### config.mk
export PLATFORM = sky130hd
export DESIGN_NAME = q_timing_issue
export DESIGN_NICKNAME = d
export VERILOG_FILES = /design/src/rtl/q_pkg.sv /design/src/rtl/q_issue_fifo.sv /design/src/rtl/q_timing_issue.sv
export SDC_FILE = /design/constraint.sdc
export NUM_CORES = 1
export LEC_CHECK = 0
export BUFFER_PORTS_ARGS = -buffer_cell sky130_fd_sc_hd__clkbuf_2
export CORE_MARGIN = 8
export CORE_UTILIZATION = 50
export DETAILED_ROUTE_END_ITERATION = 6
export GPL_ROUTABILITY_DRIVEN = 0
export PLACE_DENSITY_LB_ADDON = 0.2
export SETUP_SLACK_MARGIN = 0.4
export SYNTH_ARGS = -nofsm -noshare
export SYNTH_HDL_FRONTEND = slang
export SYNTH_SLANG_ARGS = --single-unit
### constraint.sdc
create_clock -name clk -period 5.1 [get_ports clk]
set_input_delay 0.765 -clock clk [delete_from_list [all_inputs] [get_ports clk]]
set_output_delay 0.765 -clock clk [all_outputs]
set_load 0.05 [all_outputs]
### src/rtl/q_pkg.sv
// Shared encodings and FIFO entry layout for the quantum timing/issue queue.
// Entry fields are sized to the widest supported configuration (QADDR_W <= 8, WAIT_W <= 32).
package q_pkg;

    localparam int unsigned MOP_W       = 5;
    localparam int unsigned SEL_W       = 2;
    localparam int unsigned QADDR_MAX_W = 8;
    localparam int unsigned WAIT_MAX_W  = 32;

    typedef enum logic [MOP_W-1:0] {
        QNOP  = 5'd0,
        X90   = 5'd1,
        X180  = 5'd2,
        Y90   = 5'd3,
        Y180  = 5'd4,
        Z90   = 5'd5,
        HAD   = 5'd6,
        CNOT  = 5'd7,
        CZ    = 5'd8,
        MEASZ = 5'd9
    } micro_op_e;

    // op_sel 2'b00 marks a timing-only entry that never reaches the output port
    typedef enum logic [SEL_W-1:0] {
        SEL_QNOP = 2'b00,
        SEL_1Q   = 2'b01,
        SEL_2Q   = 2'b10,
        SEL_MEAS = 2'b11
    } op_sel_e;

    typedef enum logic [1:0] {
        ST_IDLE  = 2'd0,
        ST_WAIT  = 2'd1,
        ST_ISSUE = 2'd2
    } state_e;

    typedef struct packed {
        logic [MOP_W-1:0]       micro_op;
        logic [SEL_W-1:0]       op_sel;
        logic [QADDR_MAX_W-1:0] qaddr0;
        logic [QADDR_MAX_W-1:0] qaddr1;
        logic [WAIT_MAX_W-1:0]  wait_cycles;
    } q_entry_t;

endpackage

### src/rtl/q_issue_fifo.sv
// Synchronous FIFO of q_entry_t with occupancy count; DEPTH must be a power of 2.
// A push while full is dropped even if a pop happens in the same cycle.
module q_issue_fifo
    import q_pkg::*;
#(
    parameter int unsigned DEPTH = 8
) (
    input  logic                   clk,
    input  logic                   rst,
    input  logic                   push,
    input  q_entry_t               push_data,
    input  logic                   pop,
    output q_entry_t               head_c,
    output logic [$clog2(DEPTH):0] count,
    output logic                   full_c,
    output logic                   empty_c
);

    localparam int unsigned PTR_W = $clog2(DEPTH);
    localparam int unsigned CNT_W = PTR_W + 1;

    q_entry_t         mem [DEPTH];
    logic [PTR_W-1:0] wr_ptr;
    logic [PTR_W-1:0] rd_ptr;
    logic             do_push;
    logic             do_pop;

    assign full_c  = (count == CNT_W'(DEPTH));
    assign empty_c = (count == '0);
    assign do_push = push && !full_c;
    assign do_pop  = pop && !empty_c;
    assign head_c  = mem[rd_ptr];

    // Pointers wrap naturally at the power-of-2 depth
    always_ff @(posedge clk) begin
        if (rst) begin
            wr_ptr <= '0;
            rd_ptr <= '0;
            count  <= '0;
        end else begin
            if (do_push) wr_ptr <= wr_ptr + PTR_W'(1);
            if (do_pop)  rd_ptr <= rd_ptr + PTR_W'(1);
            if (do_push && !do_pop)      count <= count + CNT_W'(1);
            else if (!do_push && do_pop) count <= count - CNT_W'(1);
        end
    end

    always_ff @(posedge clk) begin
        if (do_push) mem[wr_ptr] <= push_data;
    end

endmodule

### src/rtl/q_timing_issue.sv
// Timed micro-op issue queue: FIFO of entries, each waits its relative delay then is issued.
// Optional Q_ISSUE_BYPASS_EN lets a zero-wait entry skip the FIFO when the queue is idle.
module q_timing_issue
    import q_pkg::*;
#(
    parameter int unsigned DEPTH   = 8,
    parameter int unsigned WAIT_W  = 16,
    parameter int unsigned QADDR_W = 5
) (
    input  logic                   clk,
    input  logic                   rst,
    input  logic                   in_valid,
    output logic                   in_ready,
    input  logic [4:0]             in_micro_op,
    input  logic [1:0]             in_op_sel,
    input  logic [QADDR_W-1:0]     in_qaddr0,
    input  logic [QADDR_W-1:0]     in_qaddr1,
    input  logic [WAIT_W-1:0]      in_wait,
    output logic                   out_valid,
    input  logic                   out_ready,
    output logic [4:0]             out_micro_op,
    output logic [1:0]             out_op_sel,
    output logic [QADDR_W-1:0]     out_qaddr0,
    output logic [QADDR_W-1:0]     out_qaddr1,
    input  logic                   run,
    output logic [$clog2(DEPTH):0] fifo_count,
    output logic                   late,
    output logic                   idle
);

    state_e               state, state_d;
    logic [WAIT_W-1:0]    cnt, cnt_d;
    logic [4:0]           micro_op_d;
    logic [1:0]           op_sel_d;
    logic [QADDR_W-1:0]   qaddr0_d, qaddr1_d;
    logic                 valid_d, late_d;
    logic                 fifo_pop_c, fifo_push_c, bypass_c;
    logic                 fifo_full_c, fifo_empty_c;
    q_entry_t             in_entry, head_c;

    always_comb begin
        in_entry.micro_op    = in_micro_op;
        in_entry.op_sel      = in_op_sel;
        in_entry.qaddr0      = QADDR_MAX_W'(in_qaddr0);
        in_entry.qaddr1      = QADDR_MAX_W'(in_qaddr1);
        in_entry.wait_cycles = WAIT_MAX_W'(in_wait);
    end

`ifdef Q_ISSUE_BYPASS_EN
    assign bypass_c = (state == ST_IDLE) && fifo_empty_c && run && in_valid && (in_wait == '0);
`else
    assign bypass_c = 1'b0;
`endif

    assign in_ready    = !fifo_full_c;
    assign fifo_push_c = in_valid && in_ready && !bypass_c;
    assign idle        = (state == ST_IDLE) && fifo_empty_c;

    q_issue_fifo #(.DEPTH(DEPTH)) u_fifo (
        .clk       (clk),
        .rst       (rst),
        .push      (fifo_push_c),
        .push_data (in_entry),
        .pop       (fifo_pop_c),
        .head_c    (head_c),
        .count     (fifo_count),
        .full_c    (fifo_full_c),
        .empty_c   (fifo_empty_c)
    );

    always_ff @(posedge clk) begin
        if (rst) state <= ST_IDLE;
        else     state <= state_d;
    end

    // A finished timing-only entry behaves as if its output handshake completed at once
    always_comb begin
        state_d = state;
        unique case (state)
            ST_IDLE: begin
                if (bypass_c)                   state_d = (in_op_sel != SEL_QNOP) ? ST_ISSUE : ST_IDLE;
                else if (run && !fifo_empty_c)  state_d = ST_WAIT;
            end
            ST_WAIT: begin
                if (run && cnt == '0) begin
                    if (out_op_sel != SEL_QNOP) state_d = ST_ISSUE;
                    else if (!fifo_empty_c)     state_d = ST_WAIT;
                    else                        state_d = ST_IDLE;
                end
            end
            ST_ISSUE: begin
                if (out_ready) state_d = (run && !fifo_empty_c) ? ST_WAIT : ST_IDLE;
            end
            default: state_d = ST_IDLE;
        endcase
    end

    always_comb begin
        fifo_pop_c = 1'b0;
        cnt_d      = cnt;
        micro_op_d = out_micro_op;
        op_sel_d   = out_op_sel;
        qaddr0_d   = out_qaddr0;
        qaddr1_d   = out_qaddr1;
        valid_d    = 1'b0;
        late_d     = late;
        unique case (state)
            ST_IDLE: begin
                if (bypass_c) begin
                    cnt_d      = '0;
                    micro_op_d = in_micro_op;
                    op_sel_d   = in_op_sel;
                    qaddr0_d   = in_qaddr0;
                    qaddr1_d   = in_qaddr1;
                    valid_d    = (in_op_sel != SEL_QNOP);
                end else if (run && !fifo_empty_c) begin
                    fifo_pop_c = 1'b1;
                end
            end
            ST_WAIT: begin
                if (run) begin
                    if (cnt != '0)                   cnt_d = cnt - WAIT_W'(1);
                    else if (out_op_sel != SEL_QNOP) valid_d = 1'b1;
                    else if (!fifo_empty_c)          fifo_pop_c = 1'b1;
                end
            end
            ST_ISSUE: begin
                if (!out_ready) begin
                    valid_d = 1'b1;
                    late_d  = 1'b1;
                end else if (run && !fifo_empty_c) begin
                    fifo_pop_c = 1'b1;
                end
            end
            default: ;
        endcase
        // Popped entry becomes the current entry; its fields sit on out_* while it waits
        if (fifo_pop_c) begin
            cnt_d      = WAIT_W'(head_c.wait_cycles);
            micro_op_d = head_c.micro_op;
            op_sel_d   = head_c.op_sel;
            qaddr0_d   = QADDR_W'(head_c.qaddr0);
            qaddr1_d   = QADDR_W'(head_c.qaddr1);
        end
    end

    always_ff @(posedge clk) begin
        if (rst) begin
            cnt          <= '0;
            out_valid    <= 1'b0;
            out_micro_op <= QNOP;
            out_op_sel   <= SEL_QNOP;
            out_qaddr0   <= '0;
            out_qaddr1   <= '0;
            late         <= 1'b0;
        end else begin
            cnt          <= cnt_d;
            out_valid    <= valid_d;
            out_micro_op <= micro_op_d;
            out_op_sel   <= op_sel_d;
            out_qaddr0   <= qaddr0_d;
            out_qaddr1   <= qaddr1_d;
            late         <= late_d;
        end
    end

endmodule
==> reports/qor.yml, run 1 <==
pwr:
  p_leak_nw: 4.46
  p_seq_frac: 0.457
  irDropWorstVdd_v: 0.000360
  powerDensity_nw_per_um2: 524
  p_switching_mw: 2.25
  clkPwrFrac: 0.292
  internal-power_mw: 5.03
  pwr-share-comb: 0.251
  switching_share: 0.309
clocking:
  htreeDepth: 1
  clock_latency_ns: 0.57
  clockBufferDepth: 3
  path_clk_slew_ns: 0.06
  tritoncts: "yes"
  cts_root_buf: "clkbuf_16"
  cts_setup_buffers: 0
  cts.sinks: 314
  cts_made_buffers: 31
  cts_resized: 0
  cts_hold_buf: 0
synthesis:
  synth_top_cell_area_share: 0.648
  yosysSeqAreaShare: 0.730
  synth_warnings: 0
  syn_nets: 706
  synth_area_um2: 12200
  netlist_instances: 656
  ys_top_cells_by_count: "edfxtp_1 (264), mux4_2 (66), dfxtp_1 (50)"
  synth.most_common_cell: "edfxtp_1"
  async_flop_share: 0
  synth_top_area_cell: "edfxtp_1"
  synth_cell_types: 42
  synth_seq_cells: 314
  syn_avg_cell_area_um2: 18.6
  ys_top_cells_by_area: "edfxtp_1 (65%), mux4_2 (12%), dfxtp_1 (8.2%), a211oi_1 (2.9%), mux2i_1 (2.0%)"
  synth_edf_count: 264
  synth_ff_type: "edfxtp_1"
critical_path:
  r2r-end: "u_fifo.count[3]"
  cp_max_fo: 30
  cp.arrival_ns: 4.20
  crit_path_end: "u_fifo.count[3]"
  crit_path_start: "cnt[0]"
  reg2regPathDepth: 14
  cp-end-kind: "register"
  crit_type: "reg -> reg"
  worstPathRequired_ns: 5.59
  reg2reg_slack_ns: 1.38
  r2r_start: "cnt[0]"
  crit_path_start_kind: "register"
run:
  cap_viol_max_count: 0
timing:
  tightest_slew_ns: 1.19
  layout_min_cycle_time_ns: 3.72
  fin_skew_ns: 0.0133
  clock.fmax_mhz: 269
  hold_viol_final: 0
  finalSetupTns_ns: 0
  post-route-period-util: 0.728
  drv_slew: 0
  slew-limit-headroom: 0.204
  rsz0062_at_grt: "no"
  setup_violations: 0
route:
  via_count: 6092
  drc: 0
  ant_nets: 0
  vias_per_cell: 5.66
  drt-total-wl_mm: 24.0
  first_iter_violations: 405
  dr.pass1.iters: 5
  routedWlPerCell_um: 22.3
floorplan:
  num_rows: 57
  pin_count: 63
  die-area_um2: 29700
  initial_utilization: 0.506
  core_area_um2: 24200
  die_h_um: 172
  die_width_um: 172
global_routing:
  grt_overflow_total: 0
  grt_pass1_wl_mm: 37.2
  grt_pass1_vias: 6489
  grt_max_degree: 49
  grt_antenna_before_repair: 0
  grt_util_all_layers: 0.166
placed_design:
  post_dp_cell_area_um2: 12900
  dp_hpwl_mm: 13.4
  port_buffers: 62
finish:
  area_growth_pct: 13.7
  postLayoutCellArea_um2: 13900
  antenna_cells: 0
  drive_above_1_share: 0.271
  fin_nets: 780
status:
  run_status: "finished, final reports clean"
min_path:
  min_path_type: "reg -> reg"
## power groups by stage
stage          clock [mW]  combinational, mW  sequential, mW
2_1_floorplan           0               1.30            3.48
3_3_place_gp            0               1.80            3.37
3_5_place_dp            0               1.84            3.39
4_1_cts              2.18               1.85            3.34
5_1_grt              2.27               1.99            3.37
6_report             2.13               1.83            3.33
## routing by layer
layer / wire length [µm] / global-route usage
met5: 0 / 0
met4: 437 / 0.0472
met3: 1860 / 0.0317
met1: 9980 / 0.222
met2: 11700 / 0.274
## critical path, stage by stage (launching register included)
cell,delay (ns)
dfxtp_1,0.33
inv_1,0.08
ha_1,0.17
or4b_1,0.55
nor4_4,0.52
a21o_1,0.21
inv_2,0.21
ha_1,0.31
inv_1,0.12
ha_1,0.25
a21o_1,0.18
a21oi_1,0.17
xnor2_1,0.09
or3_1,0.31
a21oi_1,0.15
## cells in the final DEF (no fill, tap or decap), types with 2 or more instances in the layout
cell,synthesis,routed
a21o_1,2,2
nand2_1,11,11
clkinv_1,0,3
nor3_2,0,4
clkbuf_1,18,9
nor2_1,40,37
xor2_1,2,2
nand2b_1,3,3
nor2_4,0,3
dfxtp_4,0,2
nor2b_1,14,14
or4_1,2,2
dfxtp_1,50,47
clkinvlp_4,0,2
ha_1,11,11
nor4_1,6,5
clkinv_2,0,6
or2_2,3,3
a211oi_1,47,47
clkbuf_8,0,3
mux4_2,66,66
or3_1,6,6
nor4_4,1,2
xnor2_1,16,16
edfxtp_1,264,264
mux2i_1,24,24
inv_1,9,9
o21ai_0,3,3
a21oi_1,11,11
clkbuf_16,0,31
nor3_1,16,12
clkbuf_2,0,62
buf_4,1,12
o21a_1,2,2
## through the flow
step                total power, mW  setup slack (ns)  hold slack (ns)   util  instances
floorplan                      4.78             0.611            0.454      -        656
global placement               5.17              1.51            0.453  0.535       1021
detailed placement             5.23              1.41            0.465  0.535       1021
CTS                            7.37              1.39            0.450  0.575       1077
global route                   7.64              1.13            0.463  0.575       1077
finish                         7.28              1.38            0.472  0.575       1077
## worst min path at each step
stage / start / to / slack [ns] / depth (start not counted)
6_report: u_fifo.rd_ptr[1] / register / 0.47 / 2
3_5_place_dp: u_fifo.rd_ptr[1] / register / 0.47 / 2
4_1_cts: in_qaddr0[4] / u_fifo.mem[0][25] / 0.45 / 1
3_3_place_gp: u_fifo.rd_ptr[1] / register / 0.45 / 2
2_1_floorplan: u_fifo.rd_ptr[1] / register / 0.45 / 2
5_1_grt: in_qaddr0[4] / u_fifo.mem[2][25] / 0.46 / 1
## cell families (layout without fill, tap and decap cells)
family | count (synthesis) | count (layout) | share of synthesized area
DFF | 314 | 314 | 0.730
and+or+nand+nor | 110 | 110 | 0.0470
muxes | 91 | 91 | 0.142
AOI/OAI and AO/OA | 68 | 68 | 0.0392
buffers and inverters | 43 | 140 | 0.0158
xor gates and xnor gates | 18 | 18 | 0.0129
adders and majority gates | 12 | 12 | 0.0129
## registers in the layout (all words and copies together), names as in the netlist, named ones only
| signal | count |
|---|---|
| out_valid | 1 |
| late | 1 |
| u_fifo.mem | 264 |
| u_fifo.rd_ptr | 3 |
| out_qaddr0 | 5 |
| u_fifo.wr_ptr | 3 |
| u_fifo.count | 4 |
| out_micro_op | 5 |
| state | 2 |
| cnt | 16 |
| out_op_sel | 2 |
| out_qaddr1 | 5 |
## area by class of cell
type	count	area [µm²]
Fill cell	1820	10300
Sequential cell	314	8940
Multi-Input combinational cell	299	3160
Clock buffer	43	851
Tap cell	324	405
Timing Repair Buffer	74	400
Clock inverter	13	106
Inverter	10	37.5
Power figures use the tool's default switching activity.
==> run 2, diff against run 1 <==
--- a/config.mk
+++ b/config.mk
@@ -5,6 +5,7 @@
 export SDC_FILE = /design/constraint.sdc
 export NUM_CORES = 1
 export LEC_CHECK = 0
+export ABC_AREA = 1
 export BUFFER_PORTS_ARGS = -buffer_cell sky130_fd_sc_hd__clkbuf_2
 export CORE_MARGIN = 8
 export CORE_UTILIZATION = 50
==> constraint.sdc (replaced) <==
create_clock -name clk -period 3.7 [get_ports clk]
set_input_delay 0.555 -clock clk [delete_from_list [all_inputs] [get_ports clk]]
set_output_delay 0.555 -clock clk [all_outputs]
set_load 0.05 [all_outputs]
==> run 2 against run 1 <==
Compared with the run above: critical path depth is 4 higher; total power is 58% higher; highest routed layer unchanged; via count up 40%; sequential share of layout area down 3.1 points.
==> reports/qor.yml, run 2 <==
timing:
  fin_skew_ns: 0.0154
  finalSetupTns_ns: 0
  layout_min_cycle_time_ns: 2.64
  post-route-period-util: 0.714
  setup_violations: 0
  slew-limit-headroom: 0.273
  tightest_slew_ns: 1.09
  hold_viol_final: 0
  drv_slew: 0
  rsz0062_at_grt: "no"
  final.setup.worst_slack_ns: 1.06
  clock.fmax_mhz: 379
finish:
  area_growth_pct: 13.9
  fin_cells: 1560
  reg.largest.list: "u_fifo.mem: 264 flops, cnt: 16 flops"
  drive_above_1_share: 0.123
  final_cell_mix: "edfxtp_1 (264), nor2_1 (215), nand2_1 (190), o21ai_0 (154), clkbuf_2 (62)"
  top_register: "u_fifo.mem"
  largest_reg_flops: 264
  final_common_cell: "edfxtp_1"
  fin_nets: 1263
  antenna_cells: 0
  post-route-util: 0.580
global_routing:
  grt_pass1_vias: 7977
  grt_pass1_wl_mm: 44.9
  grt_overflow_total: 0
  grt_util_all_layers: 0.183
  grt_antenna_before_repair: 0
  grt_max_degree: 89
floorplan:
  die_width_um: 176
  pin_count: 63
  initial_utilization: 0.509
  die_h_um: 176
  num_rows: 58
  core_area_um2: 25200
  die-area_um2: 31000
synthesis:
  syn_avg_cell_area_um2: 11.1
  synth_ff_type: "edfxtp_1"
  netlist_instances: 1157
  synth_top_cell_area_share: 0.619
  syn_nets: 1207
  synth_cell_types: 36
  ys_top_cells_by_area: "edfxtp_1 (62%), dfxtp_1 (7.8%), nor2_1 (6.5%), o21ai_0 (6.0%), nand2_1 (5.6%)"
  yosysSeqAreaShare: 0.697
  ys_top_cells_by_count: "edfxtp_1 (264), nor2_1 (223), nand2_1 (190)"
  async_flop_share: 0
  synth.most_common_cell: "edfxtp_1"
  synth_top_area_cell: "edfxtp_1"
  synth_area_um2: 12800
  synth_seq_cells: 314
  synth_warnings: 0
  synth_edf_count: 264
min_path:
  hold_start: "in_qaddr0[3]"
  holdPathEnd: "u_fifo.mem[6][24]"
  min_path_type: "in -> reg"
  min_path_cells: 1
critical_path:
  cpMaxStageDelayCell: "dfxtp_1"
  path_cells: "inv_1 -> ha_1 -> nand2_1 -> nor2_1 -> nand4_4 -> nand2_4 -> nand2_2 -> ha_1 -> inv_1 -> ha_1 -> nand2_1 -> nand2_1 -> a21oi_1 -> nor2_1 -> nor2_1 -> nand2_1 -> o21ai_0 -> a21oi_1"
  cp.arrival_ns: 3.02
  reg2regPathDepth: 18
  crit_top_cell: "nand2_1"
  crit_type: "reg -> reg"
  cp-end-kind: "register"
  r2r-end: "u_fifo.count[3]"
  crit_path_start_kind: "register"
  r2r_start: "cnt[0]"
  critPathMaxStageDelay_ns: 0.31
  worstPathRequired_ns: 4.08
  cp_max_fo: 5
  reg2reg_slack_ns: 1.06
clocking:
  htreeDepth: 2
  clock_latency_ns: 0.50
  cts_made_buffers: 34
  cts_hold_buf: 0
  clockBufferDepth: 3
  path_clk_slew_ns: 0.06
  cts_setup_buffers: 0
  cts.sinks: 314
  cts_resized: 0
  cts_root_buf: "clkbuf_16"
  tritoncts: "yes"
placed_design:
  port_buffers: 62
  place_ws_ns: 1.01
  dp_hpwl_mm: 16.4
  dp.cells: 1507
pwr:
  p_switching_mw: 4.19
  powerDensity_nw_per_um2: 789
  pwr-share-comb: 0.324
  clkPwrFrac: 0.288
  switching_share: 0.363
  p_leak_nw: 5.39
  irDropWorstVdd_v: 0.000584
  internal-power_mw: 7.33
  power_mw: 11.5
  p_seq_frac: 0.388
route:
  vias_per_cell: 5.47
  ant_nets: 0
  via_count: 8527
  drc: 0
  drt-total-wl_mm: 28.6
  first_iter_violations: 827
  dr.pass1.iters: 5
  routedWlPerCell_um: 18.3
run:
  cap_viol_max_count: 0
status:
  run_status: "finished, final reports clean"
==> run 2: changes by cell type after synthesis, moves of 14 or more <==
| cell | delta |
|---|---|
| o22ai_1 | +51 |
| mux4_2 | -66 |
| a211oi_1 | -47 |
| inv_1 | +33 |
| o21ai_1 | +19 |
| nor2b_1 | -14 |
| nand2_1 | +179 |
| mux2i_1 | -24 |
| nor2_1 | +183 |
| nand3_1 | +36 |
| xnor2_1 | -14 |
| clkbuf_1 | +26 |
| o21ai_0 | +151 |
==> run 2: worst max-delay path: cells and delay by family, from the launching register on <==
family	cells	cell delay (ns)
AO/OA/AOI/OAI	3	0.35
flip-flops	1	0.31
buffers and inverters	2	0.23
adder cells (fa/ha/maj)	3	0.64
AND/OR/NAND/NOR	10	1.03
==> run 2: layout make-up <==
class / count / area (µm²)
Multi-Input combinational cell: 735 / 3490
Tap cell: 330 / 413
Clock inverter: 15 / 215
Timing Repair Buffer: 83 / 493
Inverter: 45 / 170
Fill cell: 2071 / 10600
Clock buffer: 38 / 876
Sequential cell: 314 / 8930
==> run 2: per-layer routing <==
metal | GRT usage | part of all wire | vias to the layer above
met5 | 0 | 0 | -
met4 | 0.0459 | 0.013 | 0
met3 | 0.0329 | 0.073 | 31
met2 | 0.281 | 0.45 | 252
met1 | 0.267 | 0.46 | 4106
li1 | - | - | 4138
==> run 2: stage by stage <==
step	instance area, µm²	hold WS, ns
after global placement	13500	0.457
after floorplan	12800	0.451
after global routing	14600	0.324
final	14600	0.327
after detailed placement	13500	0.467
after CTS	14600	0.312
==> run 2: power groups by stage <==
stage          Combinational (mW)  Clock (mW)  Sequential [mW]
3_3_place_gp                 3.69           0             4.53
4_1_cts                      3.75        3.37             4.47
6_report                     3.73        3.32             4.47
3_5_place_dp                 3.73           0             4.55
5_1_grt                      4.19        3.51             4.52
2_1_floorplan                2.47           0             4.81
==> run 2: kinds of logic after synthesis <==
group           after synthesis  share of synthesized area
compound gates              246                      0.103
xor+xnor                      9                    0.00615
fa+ha+maj                    12                     0.0123
buf+inv                     108                     0.0355
flops                       314                      0.697
simple gates                468                      0.146
==> run 2: how the worst max path moves through the flow <==
stage                    start               end  slack (ns)  depth (start not counted)
2_1_floorplan  u_fifo.count[0]  u_fifo.mem[0][0]        0.19                          6
3_3_place_gp               run   u_fifo.count[3]        1.07                         17
3_5_place_dp               run   u_fifo.count[3]        1.01                         17
4_1_cts                 cnt[0]   u_fifo.count[3]        1.05                         18
5_1_grt        u_fifo.count[1]   u_fifo.count[3]        0.66                         18
6_report                cnt[0]   u_fifo.count[3]        1.06                         18
==> run 3, diff against run 2 <==
--- a/config.mk
+++ b/config.mk
@@ -5,7 +5,7 @@
 export SDC_FILE = /design/constraint.sdc
 export NUM_CORES = 1
 export LEC_CHECK = 0
-export ABC_AREA = 1
+export ABC_AREA = 0
 export BUFFER_PORTS_ARGS = -buffer_cell sky130_fd_sc_hd__clkbuf_2
 export CORE_MARGIN = 8
 export CORE_UTILIZATION = 50
==> constraint.sdc (replaced) <==
create_clock -name clk -period 2.7 [get_ports clk]
set_input_delay 0.405 -clock clk [delete_from_list [all_inputs] [get_ports clk]]
set_output_delay 0.405 -clock clk [all_outputs]
set_load 0.05 [all_outputs]
==> run 3 against run 2 <==
Compared with the run above: the flow now finishes with violations (setup timing); critical path type unchanged; largest cell class unchanged; die area fell by 4.2%; wire length fell by 13%; final cell count shrank 29%; worst hold slack got worse by 0.20 ns.
==> reports/qor.yml, run 3 (synthesis results as in run 1) <==
critical_path:
  cp_max_fo: 3
  crit_path_start_kind: "register"
  r2r_start: "cnt[6]"
  worstPathRequired_ns: 3.17
  critPathMaxStageDelay_ns: 0.56
  crit_path_start: "cnt[6]"
  cp_num_buf_inv: 2
  crit_type: "reg -> reg"
  cp.arrival_ns: 3.25
  crit_family: "simple AND/OR/NAND/NOR gates"
  cpMaxStageDelayCell: "or4_4"
  cp-end-kind: "register"
  path_cells: "or4_4 -> nor4_4 -> a21o_1 -> inv_4 -> ha_4 -> inv_4 -> ha_4 -> a21o_1 -> a21oi_2 -> xnor2_1 -> or3_1 -> a21oi_2"
timing:
  drv_slew: 0
  finalSetupTns_ns: -0.0874
  setup_violations: 1
  fin_skew_ns: 0.0148
  slew-limit-headroom: 0.490
  hold_viol_final: 0
  whs_ns: 0.128
  rsz0062_at_grt: "yes"
  tightest_slew_ns: 0.765
  layout_min_cycle_time_ns: 2.79
  final.setup.worst_slack_ns: -0.0874
  post-route-period-util: 1.03
  clock.fmax_mhz: 359
global_routing:
  grt_pass1_wl_mm: 38.5
  grt_max_degree: 43
  grt_antenna_before_repair: 1
  grt_overflow_total: 0
  grt_util_all_layers: 0.171
  grt_pass1_vias: 6640
finish:
  antenna_cells: 0
  fin_nets: 817
  area_growth_pct: 19.1
  reg.largest.list: "u_fifo.mem: 264 flops, cnt: 16 flops"
  top_register: "u_fifo.mem"
  final_common_cell: "edfxtp_1"
  final_cell_mix: "edfxtp_1 (264), mux4_2 (66), clkbuf_2 (62), dfxtp_1 (41), buf_4 (39)"
  drive_above_1_share: 0.354
  post-route-util: 0.602
  largest_reg_flops: 264
floorplan:
  initial_utilization: 0.506
  num_rows: 57
  die_h_um: 172
  pin_count: 63
  die_width_um: 172
  core_area_um2: 24200
  die-area_um2: 29700
clocking:
  htreeDepth: 1
  tritoncts: "yes"
  cts_made_buffers: 31
  cts_hold_buf: 0
  cts_root_buf: "clkbuf_16"
  clockBufferDepth: 3
  clock_latency_ns: 0.55
  path_clk_slew_ns: 0.06
  cts.sinks: 314
route:
  via_count: 6291
  ant_nets: 0
  drt-total-wl_mm: 24.9
  routedWlPerCell_um: 22.3
  drc: 0
  first_iter_violations: 364
  vias_per_cell: 5.64
  dr.pass1.iters: 5
placed_design:
  port_buffers: 62
  dp_hpwl_mm: 14.1
  place_ws_ns: -0.0687
min_path:
  min_path_type: "in -> reg"
  hold_start: "in_qaddr0[3]"
pwr:
  p_seq_frac: 0.418
  powerDensity_nw_per_um2: 1010
  internal-power_mw: 10.2
  p_switching_mw: 4.53
  p_leak_nw: 4.72
  switching_share: 0.309
  irDropWorstVdd_v: 0.000663
  pwr-share-comb: 0.298
  clkPwrFrac: 0.284
status:
  run_status: "complete, but fails checks"
  violations: "setup timing"
run:
  cap_viol_max_count: 0
[run 3: final cells by class]
class	count	area (µm²)
Clock buffer	40	830
Clock inverter	17	164
Multi-Input combinational cell	299	3370
Inverter	10	42.5
Tap cell	324	405
Timing Repair Buffer	111	795
Fill cell	1722	9620
Sequential cell	314	8950
[run 3: what timing repair did]
action	CTS	global route
gates resized for setup	9	15
cloned	0	0
pin swaps	2	1
buffers inserted	1	3
endpoints found under the setup margin	27	42
[run 3: power groups by stage]
stage	combinational [mW]	sequential (mW)	clock (mW)
CTS	4.27	6.14	4.26
global route	4.71	6.20	4.45
finish	4.37	6.13	4.17
global placement	4.06	6.20	0
floorplan	2.59	6.59	0
detailed placement	4.15	6.23	0
[run 3: metrics by stage]
step,total power [mW],instances,cell area (µm²)
after global placement,10.3,1054,13400
after detailed placement,10.4,1054,13400
after floorplan,9.19,656,12400
after CTS,14.7,1112,14500
final,14.7,1115,14600
after global routing,15.3,1115,14600
[run 3: worst paths after layout]
path / slack (ns) / cells after the start / end
worst max-delay path: -0.09 / 12 / u_fifo.count[3]
worst max register to register: -0.09 / 12 / u_fifo.count[3]
worst min register to register: 0.47 / 2 / late
worst min-delay path: 0.13 / 1 / u_fifo.mem[7][24]
[run 3: metal layers]
metal	routed length (µm)	vias to the layer above	global-route usage
met5	13	-	0
met4	459	2	0.0442
met3	1390	38	0.0370
met2	12000	131	0.283
met1	11000	3256	0.227
li1	-	2864	-
